File: src/rtl/shared_tlb_miss_handler_if.sv
// Bundles the lookup, page-table-walker, refill and fault signals of the shared TLB miss handler.
// The handler connects through the slave modport; the TLB/PTW environment uses the master modport.
interface shared_tlb_miss_handler_if #(
    parameter int VLEN       = 39,
    parameter int ASID_WIDTH = 16,
    parameter int PTE_WIDTH  = 64,
    parameter int CNT_WIDTH  = 32
);
    logic                   flush_i;
    logic                   lookup_valid_i;
    logic                   lookup_hit_i;
    logic [VLEN-1:0]        lookup_vaddr_i;
    logic                   lookup_is_itlb_i;
    logic [ASID_WIDTH-1:0]  asid_i;
    logic                   ptw_req_valid_o;
    logic                   ptw_req_ready_i;
    logic [VLEN-1:0]        ptw_req_vaddr_o;
    logic                   ptw_rsp_valid_i;
    logic                   ptw_rsp_error_i;
    logic [1:0]             ptw_rsp_level_i;
    logic [PTE_WIDTH-1:0]   ptw_rsp_pte_i;
    logic                   update_valid_o;
    logic [VLEN-13:0]       update_vpn_o;
    logic                   update_is_2M_o;
    logic                   update_is_1G_o;
    logic [ASID_WIDTH-1:0]  update_asid_o;
    logic [PTE_WIDTH-1:0]   update_pte_o;
    logic                   update_itlb_o;
    logic                   fault_valid_o;
    logic [VLEN-1:0]        fault_vaddr_o;
    logic                   fault_itlb_o;
    logic                   busy_o;
    logic [CNT_WIDTH-1:0]   miss_cnt_o;

    modport slave (
        input  flush_i, lookup_valid_i, lookup_hit_i, lookup_vaddr_i, lookup_is_itlb_i, asid_i,
        input  ptw_req_ready_i, ptw_rsp_valid_i, ptw_rsp_error_i, ptw_rsp_level_i, ptw_rsp_pte_i,
        output ptw_req_valid_o, ptw_req_vaddr_o,
        output update_valid_o, update_vpn_o, update_is_2M_o, update_is_1G_o, update_asid_o,
        output update_pte_o, update_itlb_o,
        output fault_valid_o, fault_vaddr_o, fault_itlb_o, busy_o, miss_cnt_o
    );

    modport master (
        output flush_i, lookup_valid_i, lookup_hit_i, lookup_vaddr_i, lookup_is_itlb_i, asid_i,
        output ptw_req_ready_i, ptw_rsp_valid_i, ptw_rsp_error_i, ptw_rsp_level_i, ptw_rsp_pte_i,
        input  ptw_req_valid_o, ptw_req_vaddr_o,
        input  update_valid_o, update_vpn_o, update_is_2M_o, update_is_1G_o, update_asid_o,
        input  update_pte_o, update_itlb_o,
        input  fault_valid_o, fault_vaddr_o, fault_itlb_o, busy_o, miss_cnt_o
    );
endinterface

File: src/rtl/shared_tlb_miss_handler.sv
// Captures a shared-TLB miss, runs one page-table walk at a time and broadcasts the
// resulting refill (or page fault) to the shared TLB and the requesting L1 TLB.
module shared_tlb_miss_handler #(
    parameter int VLEN       = 39,
    parameter int ASID_WIDTH = 16,
    parameter int PTE_WIDTH  = 64,
    parameter int CNT_WIDTH  = 32
) (
    input  logic                      clk_i,
    input  logic                      rst_ni,
    shared_tlb_miss_handler_if.slave  bus
);

    localparam logic [2:0] IDLE  = 3'd0;
    localparam logic [2:0] REQ   = 3'd1;
    localparam logic [2:0] WAIT  = 3'd2;
    localparam logic [2:0] DRAIN = 3'd3;
    localparam logic [2:0] RSP   = 3'd4;

    logic [2:0]            state_q, state_d;
    logic [CNT_WIDTH-1:0]  missCnt_q, missCnt_d;
    logic [VLEN-1:0]       vaddr_q;
    logic                  isItlb_q;
    logic [ASID_WIDTH-1:0] asid_q;
    logic                  rspError_q;
    logic [1:0]            rspLevel_q;
    logic [PTE_WIDTH-1:0]  rspPte_q;
    logic                  miss;
    logic                  rspFault;

    assign miss     = bus.lookup_valid_i & ~bus.lookup_hit_i & (state_q == IDLE) & ~bus.flush_i;
    assign rspFault = rspError_q | (rspLevel_q == 2'd3);

    // A flush while the walker owns a request must still wait for its response (DRAIN),
    // unless that response arrives in the very same cycle.
    always_comb begin
        state_d = state_q;
        case (state_q)
            IDLE:    if (miss) state_d = REQ;
            REQ: begin
                if (bus.flush_i)              state_d = IDLE;
                else if (bus.ptw_req_ready_i) state_d = WAIT;
            end
            WAIT: begin
                if (bus.ptw_rsp_valid_i && bus.flush_i) state_d = IDLE;
                else if (bus.ptw_rsp_valid_i)           state_d = RSP;
                else if (bus.flush_i)                   state_d = DRAIN;
            end
            DRAIN:   if (bus.ptw_rsp_valid_i) state_d = IDLE;
            RSP:     state_d = IDLE;
            default: state_d = IDLE;
        endcase
    end

    always_comb begin
        missCnt_d = missCnt_q;
        if (miss && !(&missCnt_q)) begin
            missCnt_d = missCnt_q + {{(CNT_WIDTH-1){1'b0}}, 1'b1};
        end
    end

    always_ff @(posedge clk_i or negedge rst_ni) begin
        if (!rst_ni) begin
            state_q    <= IDLE;
            missCnt_q  <= '0;
            vaddr_q    <= '0;
            isItlb_q   <= 1'b0;
            asid_q     <= '0;
            rspError_q <= 1'b0;
            rspLevel_q <= 2'd0;
            rspPte_q   <= '0;
        end else begin
            state_q   <= state_d;
            missCnt_q <= missCnt_d;
            if (miss) begin
                vaddr_q  <= bus.lookup_vaddr_i;
                isItlb_q <= bus.lookup_is_itlb_i;
                asid_q   <= bus.asid_i;
            end
            if (state_q == WAIT && bus.ptw_rsp_valid_i && !bus.flush_i) begin
                rspError_q <= bus.ptw_rsp_error_i;
                rspLevel_q <= bus.ptw_rsp_level_i;
                rspPte_q   <= bus.ptw_rsp_pte_i;
            end
        end
    end

    // Payloads are forced to zero outside their pulse so downstream never sees stale data.
    always_comb begin
        bus.ptw_req_valid_o = 1'b0;
        bus.ptw_req_vaddr_o = '0;
        bus.update_valid_o  = 1'b0;
        bus.update_vpn_o    = '0;
        bus.update_is_2M_o  = 1'b0;
        bus.update_is_1G_o  = 1'b0;
        bus.update_asid_o   = '0;
        bus.update_pte_o    = '0;
        bus.update_itlb_o   = 1'b0;
        bus.fault_valid_o   = 1'b0;
        bus.fault_vaddr_o   = '0;
        bus.fault_itlb_o    = 1'b0;
        if (state_q == REQ) begin
            bus.ptw_req_valid_o = 1'b1;
            bus.ptw_req_vaddr_o = vaddr_q;
        end
        if (state_q == RSP) begin
            if (rspFault) begin
                bus.fault_valid_o = 1'b1;
                bus.fault_vaddr_o = vaddr_q;
                bus.fault_itlb_o  = isItlb_q;
            end else begin
                bus.update_valid_o = 1'b1;
                bus.update_vpn_o   = vaddr_q[VLEN-1:12];
                bus.update_is_2M_o = (rspLevel_q == 2'd1);
                bus.update_is_1G_o = (rspLevel_q == 2'd2);
                bus.update_asid_o  = asid_q;
                bus.update_pte_o   = rspPte_q;
                bus.update_itlb_o  = isItlb_q;
            end
        end
    end

    assign bus.busy_o     = (state_q != IDLE);
    assign bus.miss_cnt_o = missCnt_q;

endmodule

File: src/flat_wrapper.sv
// flat-port wrapper written by rule: the top's interface ports become plain ports
module shared_tlb_miss_handler_flat 
#(
    parameter int VLEN       = 39,
    parameter int ASID_WIDTH = 16,
    parameter int PTE_WIDTH  = 64,
    parameter int CNT_WIDTH  = 32
)
  (clk_i, rst_ni, bus_flush_i, bus_lookup_valid_i, bus_lookup_hit_i, bus_lookup_vaddr_i, bus_lookup_is_itlb_i, bus_asid_i, bus_ptw_req_ready_i, bus_ptw_rsp_valid_i, bus_ptw_rsp_error_i, bus_ptw_rsp_level_i, bus_ptw_rsp_pte_i, bus_ptw_req_valid_o, bus_ptw_req_vaddr_o, bus_update_valid_o, bus_update_vpn_o, bus_update_is_2M_o, bus_update_is_1G_o, bus_update_asid_o, bus_update_pte_o, bus_update_itlb_o, bus_fault_valid_o, bus_fault_vaddr_o, bus_fault_itlb_o, bus_busy_o, bus_miss_cnt_o);
  shared_tlb_miss_handler_if #(.VLEN(VLEN), .ASID_WIDTH(ASID_WIDTH), .PTE_WIDTH(PTE_WIDTH), .CNT_WIDTH(CNT_WIDTH)) bus_i ();
  input  logic clk_i;
  input  logic rst_ni;
  input wire logic [$bits(bus_i.flush_i)-1:0] bus_flush_i;
  input wire logic [$bits(bus_i.lookup_valid_i)-1:0] bus_lookup_valid_i;
  input wire logic [$bits(bus_i.lookup_hit_i)-1:0] bus_lookup_hit_i;
  input wire logic [$bits(bus_i.lookup_vaddr_i)-1:0] bus_lookup_vaddr_i;
  input wire logic [$bits(bus_i.lookup_is_itlb_i)-1:0] bus_lookup_is_itlb_i;
  input wire logic [$bits(bus_i.asid_i)-1:0] bus_asid_i;
  input wire logic [$bits(bus_i.ptw_req_ready_i)-1:0] bus_ptw_req_ready_i;
  input wire logic [$bits(bus_i.ptw_rsp_valid_i)-1:0] bus_ptw_rsp_valid_i;
  input wire logic [$bits(bus_i.ptw_rsp_error_i)-1:0] bus_ptw_rsp_error_i;
  input wire logic [$bits(bus_i.ptw_rsp_level_i)-1:0] bus_ptw_rsp_level_i;
  input wire logic [$bits(bus_i.ptw_rsp_pte_i)-1:0] bus_ptw_rsp_pte_i;
  output wire logic [$bits(bus_i.ptw_req_valid_o)-1:0] bus_ptw_req_valid_o;
  output wire logic [$bits(bus_i.ptw_req_vaddr_o)-1:0] bus_ptw_req_vaddr_o;
  output wire logic [$bits(bus_i.update_valid_o)-1:0] bus_update_valid_o;
  output wire logic [$bits(bus_i.update_vpn_o)-1:0] bus_update_vpn_o;
  output wire logic [$bits(bus_i.update_is_2M_o)-1:0] bus_update_is_2M_o;
  output wire logic [$bits(bus_i.update_is_1G_o)-1:0] bus_update_is_1G_o;
  output wire logic [$bits(bus_i.update_asid_o)-1:0] bus_update_asid_o;
  output wire logic [$bits(bus_i.update_pte_o)-1:0] bus_update_pte_o;
  output wire logic [$bits(bus_i.update_itlb_o)-1:0] bus_update_itlb_o;
  output wire logic [$bits(bus_i.fault_valid_o)-1:0] bus_fault_valid_o;
  output wire logic [$bits(bus_i.fault_vaddr_o)-1:0] bus_fault_vaddr_o;
  output wire logic [$bits(bus_i.fault_itlb_o)-1:0] bus_fault_itlb_o;
  output wire logic [$bits(bus_i.busy_o)-1:0] bus_busy_o;
  output wire logic [$bits(bus_i.miss_cnt_o)-1:0] bus_miss_cnt_o;
  assign bus_i.flush_i = bus_flush_i;
  assign bus_i.lookup_valid_i = bus_lookup_valid_i;
  assign bus_i.lookup_hit_i = bus_lookup_hit_i;
  assign bus_i.lookup_vaddr_i = bus_lookup_vaddr_i;
  assign bus_i.lookup_is_itlb_i = bus_lookup_is_itlb_i;
  assign bus_i.asid_i = bus_asid_i;
  assign bus_i.ptw_req_ready_i = bus_ptw_req_ready_i;
  assign bus_i.ptw_rsp_valid_i = bus_ptw_rsp_valid_i;
  assign bus_i.ptw_rsp_error_i = bus_ptw_rsp_error_i;
  assign bus_i.ptw_rsp_level_i = bus_ptw_rsp_level_i;
  assign bus_i.ptw_rsp_pte_i = bus_ptw_rsp_pte_i;
  assign bus_ptw_req_valid_o = bus_i.ptw_req_valid_o;
  assign bus_ptw_req_vaddr_o = bus_i.ptw_req_vaddr_o;
  assign bus_update_valid_o = bus_i.update_valid_o;
  assign bus_update_vpn_o = bus_i.update_vpn_o;
  assign bus_update_is_2M_o = bus_i.update_is_2M_o;
  assign bus_update_is_1G_o = bus_i.update_is_1G_o;
  assign bus_update_asid_o = bus_i.update_asid_o;
  assign bus_update_pte_o = bus_i.update_pte_o;
  assign bus_update_itlb_o = bus_i.update_itlb_o;
  assign bus_fault_valid_o = bus_i.fault_valid_o;
  assign bus_fault_vaddr_o = bus_i.fault_vaddr_o;
  assign bus_fault_itlb_o = bus_i.fault_itlb_o;
  assign bus_busy_o = bus_i.busy_o;
  assign bus_miss_cnt_o = bus_i.miss_cnt_o;
  shared_tlb_miss_handler #(.VLEN(VLEN), .ASID_WIDTH(ASID_WIDTH), .PTE_WIDTH(PTE_WIDTH), .CNT_WIDTH(CNT_WIDTH)) u_core (.clk_i(clk_i), .rst_ni(rst_ni), .bus(bus_i));
endmodule
File: config.mk
export PLATFORM = sky130hd
export DESIGN_NAME = shared_tlb_miss_handler_flat
export DESIGN_NICKNAME = d
export VERILOG_FILES = /design/src/rtl/shared_tlb_miss_handler_if.sv /design/src/rtl/shared_tlb_miss_handler.sv /design/src/flat_wrapper.sv
export SDC_FILE = /design/constraint.sdc
export NUM_CORES = 1
export LEC_CHECK = 0
export ABC_AREA = 0
export BUFFER_PORTS_ARGS = -buffer_cell sky130_fd_sc_hd__buf_4
export CORE_MARGIN = 2
export CORE_UTILIZATION = 28
export DETAILED_ROUTE_END_ITERATION = 8
export GPL_TIMING_DRIVEN = 0
export PLACE_DENSITY = 0.51
export SETUP_SLACK_MARGIN = 0.2
export SYNTH_ARGS = -nofsm -noshare
export SYNTH_HDL_FRONTEND = slang
export SYNTH_SLANG_ARGS = --single-unit
File: constraint.sdc
create_clock -name clk_i -period 2.97 [get_ports clk_i]
set_clock_uncertainty 0.05 [all_clocks]
set_input_delay 0.297 -clock clk_i [delete_from_list [all_inputs] [get_ports clk_i]]
set_output_delay 0.297 -clock clk_i [all_outputs]
set_load 0.01 [all_outputs]
==> results of run 1 <==
==> cell type report <==
type | count | area [sq um] | share of cell area, %
flip-flops and latches | 158 | 3954 | 33.92
clock inverters | 12 | 163.9 | 1.406
inverters | 5 | 18.77 | 0.1610
clock buffers | 18 | 429.2 | 3.682
well taps | 341 | 426.7 | 3.660
multi-input cells | 551 | 3453 | 29.63
repair buffers | 388 | 3023 | 25.93
diodes | 1 | 2.502 | 0.02147
plain buffers | 43 | 185.2 | 1.589
==> worst min path at each step <==
stage                                             from                             end
after floorplan                                 rst_ni    u_core.asid_q[0]$_DFFE_PN0P_
after global placement    u_core.asid_q[5]$_DFFE_PN0P_    u_core.asid_q[5]$_DFFE_PN0P_
after detailed placement                        rst_ni  u_core.vaddr_q[33]$_DFFE_PN0P_
after CTS                               bus_asid_i[14]   u_core.asid_q[14]$_DFFE_PN0P_
after global routing            bus_lookup_vaddr_i[31]  u_core.vaddr_q[31]$_DFFE_PN0P_
final                                   bus_asid_i[14]   u_core.asid_q[14]$_DFFE_PN0P_
==> Yosys cell counts (all sizes together) (2+ instances only) <==
library cell / instances
nor2: 13
and4: 2
and3: 6
nand4: 11
mux2: 69
and2: 188
nand2: 180
dfrtp: 158
xnor2: 13
nor4: 7
buf: 10
or3: 5
clkbuf: 33
and3b: 2
xor2: 18
nor3: 13
nand3: 11
a21oi: 2
inv: 5
==> power breakdown <==
group / switching, mW / internal, mW
logic: 0.425 / 0.611
clock network: 0.928 / 1.32
registers: 0.322 / 2.65
total: 1.68 / 4.59
==> flip-flops by register name, summed over array words and instances (netlist names) <==
| name | cells |
|---|---|
| u_core.rspLevel_q | 2 |
| u_core.bus.miss_cnt_o | 32 |
| u_core.state_q | 3 |
| u_core.vaddr_q | 39 |
| u_core.isItlb_q | 1 |
| u_core.asid_q | 16 |
| u_core.rspPte_q | 64 |
| u_core.rspError_q | 1 |
==> worst max-delay path, cell delays in order, from the launching register on <==
cell,delay (ps)
dfrtp_1,390
a21oi_1,220
and3_1,220
clkbuf_2,300
clkbuf_1,370
and2_1,210
buf_4,130
==> per-stage QoR <==
stage               power, mW  area (sq um)  setup slack, ps  utilization, %  cells
floorplan               3.502          7585            773.4               -    757
global placement        3.989         10670            205.0           39.81   1452
detailed placement      4.034         10700            152.2           39.94   1453
CTS                     6.377         11620            211.9           43.37   1515
global route            6.670         11650            172.0           43.48   1516
finish                  6.264         11660            375.0           43.49   1517
==> repair_timing <==
item	in CTS	in global routing
endpoints found under the hold margin	110	1
hold buffers	32	1
gates resized for setup	2	12
setup endpoints to repair	100	81
==> logic make-up (layout without fill, tap and decap cells) <==
logic type	after synthesis	after routing	share of synthesized area [%]
AND/OR/NAND/NOR	445	445	30.82
flip-flops	158	158	52.13
multiplexers	69	69	10.24
buffers and inverters	48	466	2.590
XOR/XNOR	31	31	3.580
AO/OA/AOI/OAI	5	5	0.4785
adder cells (fa/ha/maj)	1	1	0.1649
other	0	1	0
==> layer usage <==
metal / track usage (%) / part of all wire [%] / up-vias
met4: 4.648 / 1.9 / 0
met2: 28.66 / 48 / 243
li1: - / - / 3249
met5: 0 / 0 / -
met3: 4.887 / 7.3 / 25
met1: 22.23 / 43 / 3176
==> cells in the final DEF (no fill, tap or decap), drive strengths merged, types with 2 or more instances in the layout <==
cell type,count
a21oi,2
clkbuf,52
dfrtp,158
clkinv,2
buf,364
or3,5
dlygate4sd3,33
nand3,11
nor3,13
inv,8
nor4,7
and2,188
nand4,11
nor2,13
and3b,2
bufinv,3
and3,6
mux2,69
and4,2
xnor2,13
nand2,180
clkinvlp,4
xor2,18
==> results by group, run 1 <==
Outcome
  – Status: complete, no violations

Yosys
  – Mapped Nets: around 900
  – Yosys Warn Count: 0
  – Ranking of synthesized cells by area: dfrtp_1, and2_1, mux2_2, nand2_1, xor2_1
  – Mapped Area: 7585 sq um
  – Syn Inst Count: between 700 and 800
  – Share of the synthesized area in the top cell type: ~52%
  – #FFs+latches synth: 158
  – EDFF count, synth: 0
  – Avg Inst Size Synth: between 10 and 15 sq um
  – Synth area leader: dfrtp_1
  – Ys flop type: dfrtp_1
  – Register area share after synthesis: 52.13%
  – Yosys cell types: 34
  – Async SR Flop Fraction: 100.0%

CTS
  – Num CTS Buffers: 17
  – Clk slew on worst S/H paths: around 60 ps
  – H-tree levels: 4
  – Post-CTS setup buffer count: 0
  – Clk buf depth: 2
  – CTS tree: built
  – Worst-Skew Late Latency: roughly 420 ps
  – Clock sink count: approximately 160
  – Clock root buffer: clkbuf_16

Setup path
  – CP Launch Type: flip-flop
  – WP data arrival: roughly 2300 ps
  – CP Capture Type: primary output
  – WS Path Type: flip-flop to primary output
  – R2R depth: 7
  – Worst Path Max Fanout: 10
  – Crit path capture: bus_update_vpn_o[11]
  – Critical R2R Capture: u_core.asid_q[2]$_DFFE_PN0P_
  – R2r setup slk: about 520 ps
  – Worst reg2reg startpoint: u_core.state_q[1]$_DFFE_PN0P_
  – CP required: between 2000 and 3000 ps
  – Crit path launch: u_core.rspLevel_q[0]$_DFFE_PN0P_

Timing
  – Final Setup Violations: 0
  – Hold Vio Cnt, Final: 0
  – Final slew viol count: 0
  – F_max: 385.4 MHz
  – Worst Tran Pin Value: ~670 ps
  – Final hold slack: around 18 ps
  – Final period util: a little under 90%
  – RSZ-0062 raised after global routing: true
  – Slew margin rel.: between 50 and 60%
  – Period minus WS final: about 2600 ps
  – Fin Setup TNS: 0 ps

Route
  – DR vias: roughly 6700
  – First DRT Iteration DRCs: approximately 260
  – Final wirelength: about 24000 um
  – Routed vias/inst: 4.412
  – WL/cell: approximately 16 um
  – DRC viols: 0
  – Residual antenna-violating net count after detailed routing: 0
  – DRT Pass-1 Iters: 6

Flow run
  – Max_cap viols: 0

Die
  – Die footprint: around 28000 sq um
  – IO Pins: between 300 and 400
  – Initial core utilization: approximately 28%
  – Core area: 26800 sq um
  – Die Ht: 168.6 um
  – Core Rows: 60
  – Die width: 168.6 um

Global routing
  – Largest net degree at the start of global routing: 81
  – Vias in the first global route: 6790
  – Antenna violations before repair: 1
  – First-pass GRT wire length: around 38000 um
  – Overflow after GRT: 0
  – Total track usage: ~17%

Min path
  – Hold Crit Depth: 3
  – Hold crit path type: input port to flip-flop

Layout
  – Layout cells sized above 1: about two fifths
  – Fill count: about 2700
  – Layout Nets: 1295
  – Area delta synth->final: 53.68%

Pwr
  – Leakage: around 6.0 nW
  – Worst VDD drop: around 370 uV
  – PwrDens: 537.4 nW/um^2

Placement
  – Final GP Congestion: approximately 0.76
  – Post-DP HPWL: approximately 18000 um
  – Port bufs: ~350
No activity file was read; power rests on OpenSTA's default activity.
==> run 2: changes to the inputs <==
--- a/config.mk
+++ b/config.mk
@@ -9,9 +9,9 @@
 export BUFFER_PORTS_ARGS = -buffer_cell sky130_fd_sc_hd__buf_4
 export CORE_MARGIN = 2
 export CORE_UTILIZATION = 28
+export CTS_CLUSTER_SIZE = 28
 export DETAILED_ROUTE_END_ITERATION = 8
 export GPL_TIMING_DRIVEN = 0
-export PLACE_DENSITY = 0.51
 export SETUP_SLACK_MARGIN = 0.2
 export SYNTH_ARGS = -nofsm -noshare
 export SYNTH_HDL_FRONTEND = slang
==> results by group, run 2 (same netlist as run 1, synthesis figures left out) <==
Outcome
  – Status: complete, no violations

Timing
  – RSZ-0062 raised after global routing: false
  – Final slew viol count: 0 (unchanged)
  – Final hold slack: 21.91 ps (+3.744 ps)
  – Fin Setup TNS: 0 ps (unchanged)
  – Worst Tran Pin Value: 663.6 ps (-4.365 ps)
  – Final Setup Violations: 0 (unchanged)
  – F_max: 389.8 MHz (+1.2%)
  – Hold Vio Cnt, Final: 0 (unchanged)
  – Final period util: 86.37% (-1.0 points)
  – Slew margin rel.: 55.35% (-0.12 points)
  – Period minus WS final: 2565 ps (-29.77 ps)

Route
  – Residual antenna-violating net count after detailed routing: 0 (unchanged)
  – Final wirelength: 23610 um (-2.9%)
  – DRC viols: 0 (unchanged)
  – DRT Pass-1 Iters: 4 (-2)
  – DR vias: 6636 (-0.85%)
  – First DRT Iteration DRCs: 272 (+3.4%)
  – WL/cell: 15.69 um (-2.1%)
  – Routed vias/inst: 4.409 (about the same)

Die
  – Die Ht: 168.6 um (unchanged)
  – Core Rows: 60 (unchanged)
  – IO Pins: 355 (unchanged)
  – Die footprint: 28420 sq um (unchanged)
  – Die width: 168.6 um (unchanged)
  – Core area: 26800 sq um (unchanged)
  – Initial core utilization: 28.30% (unchanged)

Global routing
  – Total track usage: 16.69% (-0.61 points)
  – Overflow after GRT: 0 (unchanged)
  – First-pass GRT wire length: 37240 um (-2.7%)
  – Antenna violations before repair: 0 (-1)
  – Vias in the first global route: 6735 (-0.81%)
  – Largest net degree at the start of global routing: 100 (+23%)

CTS
  – Clock root buffer: clkbuf_16
  – Clk buf depth: 2 (unchanged)
  – Worst-Skew Late Latency: 420 ps (about the same)
  – H-tree levels: 4 (unchanged)
  – Clock sink count: 158 (unchanged)
  – Clk slew on worst S/H paths: 70 ps (about the same)
  – Num CTS Buffers: 17 (unchanged)
  – Post-CTS setup buffer count: 0 (unchanged)
  – CTS tree: built

Setup path
  – Cell family with the largest share of critical-path delay: buffers and inverters
  – CP bufs+invs: 3 (unchanged)
  – Critical path's largest stage delay: 400 ps (about the same)
  – Worst Path Max Fanout: 10 (unchanged)
  – CP Launch Type: flip-flop
  – Critical path cell sequence: a21oi_1 > and3_1 > buf_2 > clkbuf_1 > and2_1 > buf_4
  – CP required: 2620 ps (about the same)
  – Slowest CP cell: dfrtp_1
  – WS Path Type: flip-flop to primary output
  – WP data arrival: 2220 ps (-30 ps)
  – CP Capture Type: primary output

Placement
  – Final GP Congestion: 0.7763 (+2.8%)
  – Port bufs: 354 (unchanged)
  – Post-DP HPWL: 17640 um (-3.4%)
  – Dpl cell area: 10700 sq um (unchanged)

Layout
  – Layout cells sized above 1: 41.32% (+0.98 points)
  – Layout Nets: 1282 (-1.0%)
  – Number of diodes: 0 (-1)
  – Commonest non-fill, non-tap cell in the layout: buf_4
  – Max reg flops: 64 (unchanged)
  – Design area: 11540 sq um (-1.0%)
  – Area delta synth->final: 52.10%
  – Most frequent cells in the layout: buf_4, and2_1, nand2_1
  – Top reg by flops: u_core.rspPte_q
  – Final core utilization: 43.04% (-0.45 points)

Pwr
  – Int Pwr: 4.527 mW (-1.3%)
  – Seq pwr share: 47.4% (about the same)
  – NetSw: 1.753 mW (+4.6%)
  – Clock Power Share: 36.2% (+0.2 points)
  – Sw frac: 27.92% (+1.2 points)
  – PwrDens: 544.4 nW/um^2 (+1.3%)
  – Worst VDD drop: 409.3 uV (+12%)
  – Comb power frac: 16.4% (about the same)
  – Leakage: 6.026 nW (-0.37%)

Min path
  – Hold crit path type: input port to flip-flop

Flow run
  – Max_cap viols: 0 (unchanged)
## run 2: cell count changes in the layout (fill, tap and decap cells not counted), moves of 2 or more
cell | before | now
inv_8 | 0 | 3
clkbuf_1 | 29 | 24
buf_2 | 1 | 3
clkbuf_2 | 6 | 9
dlygate4sd3_1 | 33 | 20
inv_6 | 3 | 5
clkinvlp_4 | 4 | 2
## run 2: timing repair
item                                   4_1_cts  5_1_grt
hold buffers                                20        0
setup endpoints to repair                  110      117
pin swaps                                    0        0
resized for setup                            4       20
endpoints found under the hold margin       78        0
## run 2: area by class of cell
| type | instances | area, sq um |
|---|---|---|
| timing repair buffer | 375 | 2893 |
| inverter | 5 | 18.77 |
| buffer | 43 | 191.4 |
| clock buffer | 18 | 429.2 |
| tap | 341 | 426.7 |
| multi-input combinational | 551 | 3453 |
| sequential | 158 | 3954 |
| clock inverter | 14 | 170.2 |
| fill | 2667 | 15260 |
## run 2: metrics by stage
step	setup slack [ps]	total power, mW	cells
6_report	404.8	6.280	1505
5_1_grt	215.3	6.675	1505
4_1_cts	202.6	6.376	1505
3_5_place_dp	155.2	4.042	1453
3_3_place_gp	170.0	3.984	1452
2_1_floorplan	773.4	3.502	757
## run 2: final timing paths
| path | from | endpoint | slack [ps] | depth (start not counted) |
|---|---|---|---|---|
| setup / recovery | u_core.rspLevel_q[0]$_DFFE_PN0P_ | bus_update_pte_o[38] | 400 | 6 |
| hold / removal | bus_lookup_vaddr_i[23] | u_core.vaddr_q[23]$_DFFE_PN0P_ | 20 | 3 |
| setup reg to reg | u_core.bus.miss_cnt_o[0]$_DFFE_PN0P_ | u_core.bus.miss_cnt_o[26]$_DFFE_PN0P_ | 510 | 7 |
| hold reg to reg | u_core.asid_q[12]$_DFFE_PN0P_ | u_core.asid_q[12]$_DFFE_PN0P_ | 420 | 2 |
| max in group asynchronous | rst_ni | u_core.rspPte_q[28]$_DFFE_PN0P_ | 1650 | 3 |
| min in group asynchronous | rst_ni | u_core.isItlb_q$_DFFE_PN0P_ | 320 | 2 |
## run 2: layer usage
| layer | GRT usage [%] | share of wire [%] | up-vias |
|---|---|---|---|
| li1 | - | - | 3216 |
| met1 | 21.67 | 42 | 3156 |
| met2 | 27.66 | 49 | 245 |
| met3 | 4.536 | 7.3 | 19 |
| met4 | 4.198 | 1.4 | 0 |
| met5 | 0 | 0 | - |
## run 2: power groups by stage
stage          logic (mW)  clock network, mW  registers [mW]
2_1_floorplan       0.576                  0            2.93
3_3_place_gp        0.985                  0            3.00
3_5_place_dp         1.02                  0            3.02
4_1_cts              1.05               2.35            2.98
5_1_grt              1.16               2.45            3.07
6_report             1.03               2.28            2.98
## run 2: tightest hold or removal path: stages
cell and delay [ps]:
buf_4 70, nand2_1 40, nand2_1 40
==> run 3: changes to the inputs <==
==> constraint.sdc (replaced) <==
create_clock -name clk_i -period 2.3 [get_ports clk_i]
set_clock_uncertainty 0.05 [all_clocks]
set_input_delay 0.23 -clock clk_i [delete_from_list [all_inputs] [get_ports clk_i]]
set_output_delay 0.23 -clock clk_i [all_outputs]
set_load 0.01 [all_outputs]
==> results by group, run 3 (same netlist as run 1, synthesis figures left out) <==
Outcome
  – Status: complete, no violations

Layout
  – Final core utilization: 49.40% (+6.4 points)
  – Number of diodes: 0 (unchanged)
  – Commonest non-fill, non-tap cell in the layout: buf_4
  – Area delta synth->final: 74.56%
  – Most frequent cells in the layout: buf_4, and2_1, nand2_1
  – Layout Nets: 1415 (+10%)
  – Top reg by flops: u_core.rspPte_q
  – Max reg flops: 64 (unchanged)
  – Non-Filler Instances: 1638 (+8.8%)
  – Design area: 13240 sq um (+15%)
  – Layout cells sized above 1: 43.41% (+2.1 points)

Setup path
  – Critical path cell sequence: or3_4 > or3_4 > buf_8 > a21o_4 > clkbuf_16 > nor3_2 > xnor2_1
  – Cell family with the largest share of critical-path delay: simple AND/OR/NAND/NOR gates
  – WS Path Type: flip-flop to flip-flop
  – Worst Path Max Fanout: 8 (-2)
  – CP Capture Type: flip-flop
  – WP data arrival: 2520 ps (+300 ps)
  – Critical path's largest stage delay: 450 ps (+50 ps)
  – Crit path top cell by count: or3_4
  – CP required: 2600 ps (-20 ps)
  – Slowest CP cell: dfrtp_2
  – CP Launch Type: flip-flop
  – CP bufs+invs: 2 (-1)

CTS
  – Clk buf depth: 2 (unchanged)
  – H-tree levels: 4 (unchanged)
  – Clock sink count: 158 (unchanged)
  – CTS tree: built
  – Worst-Skew Late Latency: 420 ps (about the same)
  – Clk slew on worst S/H paths: 80 ps (about the same)
  – Num CTS Buffers: 17 (unchanged)
  – Clock root buffer: clkbuf_16

Route
  – DR vias: 7304 (+10%)
  – DRC viols: 0 (unchanged)
  – WL/cell: 16.05 um (+2.3%)
  – Routed vias/inst: 4.459 (+1.1%)
  – DRT Pass-1 Iters: 4 (unchanged)
  – Residual antenna-violating net count after detailed routing: 0 (unchanged)
  – Final wirelength: 26280 um (+11%)
  – First DRT Iteration DRCs: 272 (unchanged)

Placement
  – Final GP Congestion: 0.7629 (-1.7%)
  – Post-DP HPWL: 18090 um (+2.6%)
  – Placed cell count: 1453 (unchanged)
  – Dpl cell area: 10720 sq um (+0.13%)
  – Setup slack after placement: -630.2 ps (-785.4 ps)
  – Port bufs: 354 (unchanged)

Timing
  – Final slew viol count: 0 (unchanged)
  – Hold Vio Cnt, Final: 0 (unchanged)
  – F_max: roughly 450 MHz
  – Slew margin rel.: 55.86% (+0.51 points)
  – Worst Tran Pin Value: 662.0 ps (-1.529 ps)
  – Final hold slack: 78.05 ps (+56.14 ps)
  – Period minus WS final: 2222 ps
  – Final worst slack: 77.95 ps (-326.8 ps)
  – Final Setup Violations: 0 (unchanged)
  – RSZ-0062 raised after global routing: true
  – Final period util: 96.61%
  – Fin Setup TNS: 0 ps (unchanged)

Die
  – Core area: 26800 sq um (unchanged)
  – Initial core utilization: 28.30% (unchanged)
  – Core Rows: 60 (unchanged)
  – Die width: 168.6 um (unchanged)
  – IO Pins: 355 (unchanged)
  – Die footprint: 28420 sq um (unchanged)
  – Die Ht: 168.6 um (unchanged)

Pwr
  – PwrDens: 639.9 nW/um^2 (+18%)
  – Worst VDD drop: 460.4 uV (+13%)
  – Total power: 8.472 mW (+35%)
  – Leakage: 6.819 nW (+13%)

Min path
  – Hold crit path type: input port to flip-flop

Global routing
  – First-pass GRT wire length: 41040 um (+10%)
  – Largest net degree at the start of global routing: 81 (-19%)
  – Overflow after GRT: 0 (unchanged)
  – Antenna violations before repair: 1 (+1)
  – Vias in the first global route: 7566 (+12%)
  – Total track usage: 18.28% (+1.6 points)

Flow run
  – Max_cap viols: 0 (unchanged)
==> run 3: per-layer routing <==
metal	global-route usage [%]	share of wire (%)
met1	22.38	42
met2	31.49	49
met3	4.840	6.3
met4	5.772	2.0
met5	0	0.049
==> run 3: what timing repair did <==
item                                   4_1_cts  5_1_grt
setup endpoints to repair                  348      329
buffers inserted                            11       12
gates cloned                                 2        4
pin swaps                                    9       11
resized for setup                           91       63
endpoints found under the hold margin      202        0
hold buffers                               124        0
==> run 3: report_power, final <==
group / internal [mW] / switching, mW
logic: 0.995 / 0.642
registers: 3.43 / 0.439
clock network: 1.66 / 1.31
total: 6.08 / 2.40
==> run 3: area by class of cell <==
cell class	instances	area, sq um
Clock inverter	14	175.2
Multi-Input combinational cell	551	3631
Tap cell	341	426.7
Fill cell	2457	13560
Inverter	5	18.77
Clock buffer	18	429.2
Buffer	43	396.6
Sequential cell	158	3959
Timing Repair Buffer	508	4204
==> run 3: worst paths after layout <==
kind | cells after the start | endpoint | start | slack (ps)
max reg2reg | 7 | u_core.bus.miss_cnt_o[14]$_DFFE_PN0P_ | u_core.state_q[2]$_DFFE_PN0P_ | 80
max in group asynchronous | 3 | u_core.bus.miss_cnt_o[0]$_DFFE_PN0P_ | rst_ni | 1020
min reg2reg | 2 | u_core.asid_q[14]$_DFFE_PN0P_ | u_core.asid_q[14]$_DFFE_PN0P_ | 420
max | 7 | u_core.bus.miss_cnt_o[14]$_DFFE_PN0P_ | u_core.state_q[2]$_DFFE_PN0P_ | 80
min | 3 | u_core.state_q[1]$_DFFE_PN0P_ | bus_ptw_rsp_valid_i | 80
min in group asynchronous | 2 | u_core.vaddr_q[34]$_DFFE_PN0P_ | rst_ni | 310
==> run 3: worst reg2reg max path: stages (launching register included) <==
cell	delay, ps
dfrtp_2	450
or3_4	430
or3_4	400
buf_8	150
a21o_4	240
clkbuf_16	180
nor3_2	120
xnor2_1	130
